$ cat config.mk
export PLATFORM = sky130hd
export DESIGN_NAME = perf_event_collector
export DESIGN_NICKNAME = d
export VERILOG_FILES = /design/src/rtl/perf_pkg.sv /design/src/rtl/perf_sat_counter.sv /design/src/rtl/perf_event_collector.sv
export SDC_FILE = /design/constraint.sdc
export NUM_CORES = 2
export LEC_CHECK = 0
export ABC_AREA = 1
export CAP_MARGIN = 20
export CORE_ASPECT_RATIO = 1.5
export CORE_MARGIN = 2
export CORE_UTILIZATION = 50
export DETAILED_ROUTE_END_ITERATION = 16
export GPL_ROUTABILITY_DRIVEN = 0
export PLACE_DENSITY = 0.66
export SLEW_MARGIN = 5
export SYNTH_ARGS = -nofsm -noshare
export SYNTH_HDL_FRONTEND = slang
export SYNTH_SLANG_ARGS = --single-unit
$ cat constraint.sdc
create_clock -name clk -period 17.52 [get_ports clk]
set_input_delay 3.504 -clock clk [delete_from_list [all_inputs] [get_ports clk]]
set_output_delay 3.504 -clock clk [all_outputs]
set_load 0.01 [all_outputs]
$ cat src/rtl/perf_pkg.sv
// Shared types for the performance event collector: dump FSM states and the
// outbound record payload, sized for the largest supported configuration.
package perf_pkg;

    localparam int unsigned PERF_ID_W_MAX  = 16;
    localparam int unsigned PERF_CNT_W_MAX = 64;

    typedef enum logic {
        ST_IDLE = 1'b0,
        ST_SEND = 1'b1
    } perf_state_e;

    typedef struct packed {
        logic [PERF_ID_W_MAX-1:0]  id;
        logic [PERF_CNT_W_MAX-1:0] value;
        logic                      last;
    } perf_rec_t;

    // Index width for n entries, never narrower than one bit.
    function automatic int unsigned perf_idx_w(input int unsigned n);
        return (n > 1) ? $clog2(n) : 1;
    endfunction

endpackage

$ cat src/rtl/perf_sat_counter.sv
// One live event counter: adds a small increment each cycle, sticks at all-ones,
// and can be reloaded in the cycle a snapshot is taken.
module perf_sat_counter #(
    parameter int unsigned CNT_W = 32,
    parameter int unsigned INC_W = 2
) (
    input  logic             clk,
    input  logic             rst,
    input  logic [INC_W-1:0] inc,
    input  logic             load,
    input  logic [CNT_W-1:0] load_value,
    output logic [CNT_W-1:0] q
);

    localparam int unsigned SUM_W = CNT_W + 1;

    logic [CNT_W-1:0] r_q;
    logic [SUM_W-1:0] w_sum;

    // Extra carry bit flags overflow so the counter clamps instead of wrapping.
    assign w_sum = SUM_W'(r_q) + SUM_W'(inc);

    always_ff @(posedge clk) begin
        if (rst) begin
            r_q <= '0;
        end else if (load) begin
            r_q <= load_value;
        end else if (w_sum[CNT_W]) begin
            r_q <= '1;
        end else begin
            r_q <= w_sum[CNT_W-1:0];
        end
    end

    assign q = r_q;

endmodule

$ cat src/rtl/perf_event_collector.sv
// Performance event collector: per-event saturating counters, snapshotted on
// request or on a periodic timer, then streamed out one record per cycle.
module perf_event_collector
    import perf_pkg::*;
#(
    parameter int unsigned N_EVENTS      = 16,
    parameter int unsigned CNT_W         = 32,
    parameter int unsigned INC_W         = 2,
    parameter int unsigned DUMP_PERIOD   = 4096,
    parameter int unsigned CLEAR_ON_DUMP = 1
) (
    input  logic                            clk,
    input  logic                            rst,
    input  logic [N_EVENTS*INC_W-1:0]       ev_inc,
    input  logic                            dump_req,
    output logic                            out_valid,
    input  logic                            out_ready,
    output logic [perf_idx_w(N_EVENTS)-1:0] out_id,
    output logic [CNT_W-1:0]                out_value,
    output logic                            out_last,
    output logic                            busy
);

    localparam int unsigned ID_W     = perf_idx_w(N_EVENTS);
    localparam int unsigned TMR_W    = perf_idx_w(DUMP_PERIOD);
    localparam int unsigned TMR_LAST = (DUMP_PERIOD == 0) ? 0 : DUMP_PERIOD - 1;
    localparam int unsigned ID_LAST  = N_EVENTS - 1;

    perf_state_e      r_state;
    perf_state_e      w_state_nxt;
    logic [ID_W-1:0]  r_idx;
    logic [ID_W-1:0]  w_idx_nxt;
    logic             r_pend;
    logic             w_pend_nxt;
    perf_rec_t        r_rec;
    perf_rec_t        w_rec_nxt;
    logic [TMR_W-1:0] r_tmr;
    logic [CNT_W-1:0] r_snap [N_EVENTS];
    logic [CNT_W-1:0] w_cnt  [N_EVENTS];
    logic             w_auto;
    logic             w_trig;
    logic             w_snap_take;
    logic             w_load;
    logic             w_rec_unused;

    // Live counters keep running through SEND; only the snapshot cycle reloads them.
    assign w_load = w_snap_take && (CLEAR_ON_DUMP != 0);

    for (genvar g = 0; g < N_EVENTS; g++) begin : g_cnt
        logic [INC_W-1:0] w_inc;
        assign w_inc = ev_inc[g*INC_W +: INC_W];

        perf_sat_counter #(
            .CNT_W (CNT_W),
            .INC_W (INC_W)
        ) u_cnt (
            .clk        (clk),
            .rst        (rst),
            .inc        (w_inc),
            .load       (w_load),
            .load_value (CNT_W'(w_inc)),
            .q          (w_cnt[g])
        );
    end

    assign w_auto = (DUMP_PERIOD != 0) && (r_tmr == TMR_W'(TMR_LAST));
    assign w_trig = dump_req || w_auto;

    always_ff @(posedge clk) begin
        if (rst || (DUMP_PERIOD == 0) || w_auto) begin
            r_tmr <= '0;
        end else begin
            r_tmr <= r_tmr + TMR_W'(1);
        end
    end

    // Next-state and next-record logic; the outbound record is registered.
    always_comb begin
        w_state_nxt = r_state;
        w_idx_nxt   = r_idx;
        w_pend_nxt  = r_pend;
        w_rec_nxt   = r_rec;
        w_snap_take = 1'b0;

        case (r_state)
            ST_IDLE: begin
                if (w_trig || r_pend) begin
                    w_snap_take     = 1'b1;
                    w_pend_nxt      = 1'b0;
                    w_state_nxt     = ST_SEND;
                    w_idx_nxt       = '0;
                    w_rec_nxt.id    = '0;
                    w_rec_nxt.value = PERF_CNT_W_MAX'(w_cnt[0]);
                    w_rec_nxt.last  = (N_EVENTS == 1);
                end
            end
            ST_SEND: begin
                if (w_trig) begin
                    w_pend_nxt = 1'b1;
                end
                if (out_ready) begin
                    if (r_idx == ID_W'(ID_LAST)) begin
                        w_state_nxt = ST_IDLE;
                        w_idx_nxt   = '0;
                        w_rec_nxt   = '0;
                    end else begin
                        w_idx_nxt       = r_idx + ID_W'(1);
                        w_rec_nxt.id    = PERF_ID_W_MAX'(w_idx_nxt);
                        w_rec_nxt.value = PERF_CNT_W_MAX'(r_snap[w_idx_nxt]);
                        w_rec_nxt.last  = (w_idx_nxt == ID_W'(ID_LAST));
                    end
                end
            end
            default: begin
                w_state_nxt = ST_IDLE;
            end
        endcase
    end

    always_ff @(posedge clk) begin
        if (rst) begin
            r_state <= ST_IDLE;
            r_idx   <= '0;
            r_pend  <= 1'b0;
            r_rec   <= '0;
        end else begin
            r_state <= w_state_nxt;
            r_idx   <= w_idx_nxt;
            r_pend  <= w_pend_nxt;
            r_rec   <= w_rec_nxt;
        end
    end

    // Snapshot holds the pre-increment counter values for the whole dump.
    always_ff @(posedge clk) begin
        if (rst) begin
            for (int i = 0; i < N_EVENTS; i++) begin
                r_snap[i] <= '0;
            end
        end else if (w_snap_take) begin
            for (int i = 0; i < N_EVENTS; i++) begin
                r_snap[i] <= w_cnt[i];
            end
        end
    end

    assign out_valid = (r_state == ST_SEND);
    assign busy      = (r_state == ST_SEND);
    assign out_id    = r_rec.id[ID_W-1:0];
    assign out_value = r_rec.value[CNT_W-1:0];
    assign out_last  = r_rec.last;

    // Record fields are sized for the widest build; the upper bits stay zero.
    assign w_rec_unused = ^r_rec;

endmodule

==> results.sh <==
export IMPL_grt_max_degree=196
export IMPL_postCtsSetupRepairBufs=0
export IMPL_drive_gt1_share_pct=3.064
export IMPL_power_internal_mw=4.167
export IMPL_drt_total_wl_um=177200
export IMPL_slowest_stage="buf_4"
export IMPL_multiInputGateArea_um2=24080
export IMPL_switching_share_pct=25.73
export IMPL_power_switching_mw=1.444
export IMPL_hold_violations=0
export IMPL_slowest_delay_ns=0.93
export IMPL_cp_start_kind="primary input"
export IMPL_path_buf_inv=5
export IMPL_drc=0
export IMPL_synth_seq_cells=1075
export IMPL_setup_viol=0
export IMPL_hpwlAfterDp_um=128300
export IMPL_ys_async_sr_fraction_pct=0
export IMPL_status="finished, final reports clean"
export IMPL_grt_first_pass_wirelength_um=269500
export IMPL_hp_start="r_tmr[0]$_SDFF_PP0_"
export IMPL_mostFrequentLayoutCell="nand2_1"
export IMPL_fillers=10786
export IMPL_routed_via_density=5.460
export IMPL_die_x_um=277.5
export IMPL_fin_crit_sh_pct=44.14
export IMPL_synth_cells=7836
export IMPL_portBuffers=74
export IMPL_crit_type="in -> reg"
export IMPL_cts_tree="built"
export IMPL_cts_buffers=104
export IMPL_grt_antenna_before_repair=2
export IMPL_fmax_ghz=0.1293
export IMPL_clk_pin_slew_worst_paths_ns=0.06
export IMPL_regArea_um2=26650
export IMPL_syn_avg_cell_area_um2=7.161
export IMPL_seq_power_share_pct=49.5
export IMPL_cp_max_fo=121
export IMPL_critical_path_required_ns=17.83
export IMPL_core_area_um2=111300
export IMPL_die_area_um2=115000
export IMPL_crit_top_cell="buf_4"
export IMPL_clk_latency_ns=0.71
export IMPL_post_drt_wl_per_cell_um=19.04
export IMPL_yosys_warnings=0
export IMPL_grt_pass1_vias=47500
export IMPL_arrival_ns=8.04
export IMPL_p_leak_nw=24.57
export IMPL_crit_cells=8
export IMPL_ys_seq_area_share_pct=47.49
export IMPL_syn_nets=7923
export IMPL_finalClockSkew_ns=0.02320
export IMPL_hold_path_end="r_tmr[0]$_SDFF_PP0_"
export IMPL_htreeDepth=3
export IMPL_slew_viol_final=0
export IMPL_comb_power_share_pct=8.9
export IMPL_synthFlopType="dfxtp_1"
export IMPL_tightest_slew_ns=1.138
export IMPL_holdWs_ns=0.4517
export IMPL_synth_cell_types=40
export IMPL_endpoint_kind="flip-flop"
export IMPL_start_util_pct=50.42
export IMPL_ctsLongestPathBuffers=3
export IMPL_cts_resized=0
export IMPL_rows=150
export IMPL_max_vdd_ir_drop_mv=0.07124
export IMPL_dieHeight_um=414.3
export IMPL_r2r_end="r_snap[11][13]$_SDFFCE_PP0P_"
export IMPL_synth_edff_count=512
export IMPL_reg2reg_depth=10
export IMPL_period_minus_slack_ns=7.733
export IMPL_vias=50835
export IMPL_io_pins=75
export IMPL_cellPowerDensity_nw_per_um2=91.26
export IMPL_clkPwrFrac_pct=41.6
export IMPL_r2r_start="r_tmr[0]$_SDFF_PP0_"
export IMPL_fin_tns_setup_ns=0
export IMPL_critical_path_cell_chain="clkdlybuf4s50_1 -> inv_1 -> nand3_2 -> nand2_4 -> nand2_8 -> buf_4 -> buf_4 -> buf_4"
export IMPL_rsz0062_at_grt="no"
export IMPL_cap_violations=0
export IMPL_ctsHoldBuffers=0
export IMPL_synth_area_um2=56110
export IMPL_holdCritPathClass="reg -> reg"
export IMPL_rrSetupSlack_ns=12.09
export IMPL_drtIter0Drc=5348
export IMPL_cts_sinks=1075
export IMPL_max_slew_margin_pct=24.16
export IMPL_final_cell_mix="nand2_1, inv_1, nor2_1"
export IMPL_area_growth_pct=9.566
export IMPL_antenna_diode_count=0
export IMPL_grt_ovfl_total=0
export IMPL_drtPass1Iterations=7
export IMPL_path_delay_family="buffers and inverters"
export IMPL_grt_total_usage_pct=30.12
export IMPL_ant_nets=0
export IMPL_final_nets=7862
export IMPL_cts_root_buf="clkbuf_16"
export IMPL_worstHoldPathCells=1
routing by layer:
metal	GRT usage (%)	share of wire [%]	up-vias
met1	35.80	38	23707
li1	-	-	24682
met5	0	0.0062	-
met3	3.431	6.3	499
met2	51.11	48	1945
met4	20.52	7.5	2
layout make-up:
| type | count | share of cell area (%) |
|---|---|---|
| multi-input cells | 5356 | 39.17 |
| clock inverters | 44 | 0.6309 |
| well taps | 1444 | 2.939 |
| clock buffers | 153 | 5.070 |
| flip-flops and latches | 1075 | 43.35 |
| inverters | 1126 | 6.916 |
| repair buffers | 112 | 1.923 |
sequential cells by signal (all words and copies together) (netlist names):
name	flops
g_cnt.u_cnt.q	512
r_snap	512
out_value	32
r_tmr	12
r_idx	4
busy	1
out_last	1
r_pend	1
cells in the mapped netlist (35+ instances only):
cell type	count	area (um^2)
o21ai_0	94	470.5
nand4_1	118	738.2
nor3_1	223	1116
a31oi_1	74	462.9
xor2_1	162	1419
nand3_1	888	4444
edfxtp_1	512	15370
inv_1	1117	4193
nor2_1	1012	3799
clkbuf_1	155	581.8
buf_2	81	405.4
ha_1	35	437.9
nand2_1	2450	9196
a21oi_1	197	986.0
dfxtp_1	563	11270
nand3b_1	41	307.8
cell families after synthesis:
family                   share of synthesized area [%]
XOR/XNOR                                         2.591
AO/OA/AOI/OAI                                    3.575
adder cells (fa/ha/maj)                          1.351
buffers and inverters                            9.673
AND/OR/NAND/NOR                                  35.32
flip-flops                                       47.49
stage by stage:
step / setup slack (ns) / cell area, um^2 / power [mW] / util (%) / std cells
after global routing: 9.581 / 61480 / 5.776 / 55.24 / 9310
after detailed placement: 9.168 / 57860 / 3.320 / 51.99 / 9108
final: 9.787 / 61480 / 5.611 / 55.24 / 9310
after CTS: 9.932 / 61370 / 5.628 / 55.14 / 9305
after global placement: 9.207 / 57760 / 3.312 / 51.90 / 9104
after floorplan: 6.858 / 56110 / 3.130 / - / 7836
worst register-to-register path: stages, from the launching register on:
cell     delay (ns)
dfxtp_1        0.35
ha_1           0.17
nand2_1        0.10
nor2_4         0.15
nand3_1        0.18
nand3_2        0.14
nand2_4        0.27
nand2_8        0.74
buf_4          1.00
buf_4          0.92
buf_4          0.99
power groups by stage:
| stage | registers, mW | logic, mW | clock network, mW |
|---|---|---|---|
| floorplan | 2.84 | 0.293 | 0 |
| global placement | 2.83 | 0.484 | 0 |
| detailed placement | 2.83 | 0.489 | 0 |
| CTS | 2.78 | 0.490 | 2.36 |
| global route | 2.79 | 0.537 | 2.45 |
| finish | 2.78 | 0.499 | 2.33 |
worst max-delay path by stage:
stage	from	to	slack, ns
3_3_place_gp	dump_req	r_snap[11][25]$_SDFFCE_PP0P_	9.21
3_5_place_dp	dump_req	r_snap[11][25]$_SDFFCE_PP0P_	9.17
2_1_floorplan	dump_req	r_snap[0][0]$_SDFFCE_PN0P_	6.86
5_1_grt	dump_req	r_snap[11][25]$_SDFFCE_PP0P_	9.58
6_report	dump_req	r_snap[11][13]$_SDFFCE_PP0P_	9.79
4_1_cts	dump_req	r_snap[11][13]$_SDFFCE_PP0P_	9.93
No activity file was read; power rests on OpenSTA's default activity.
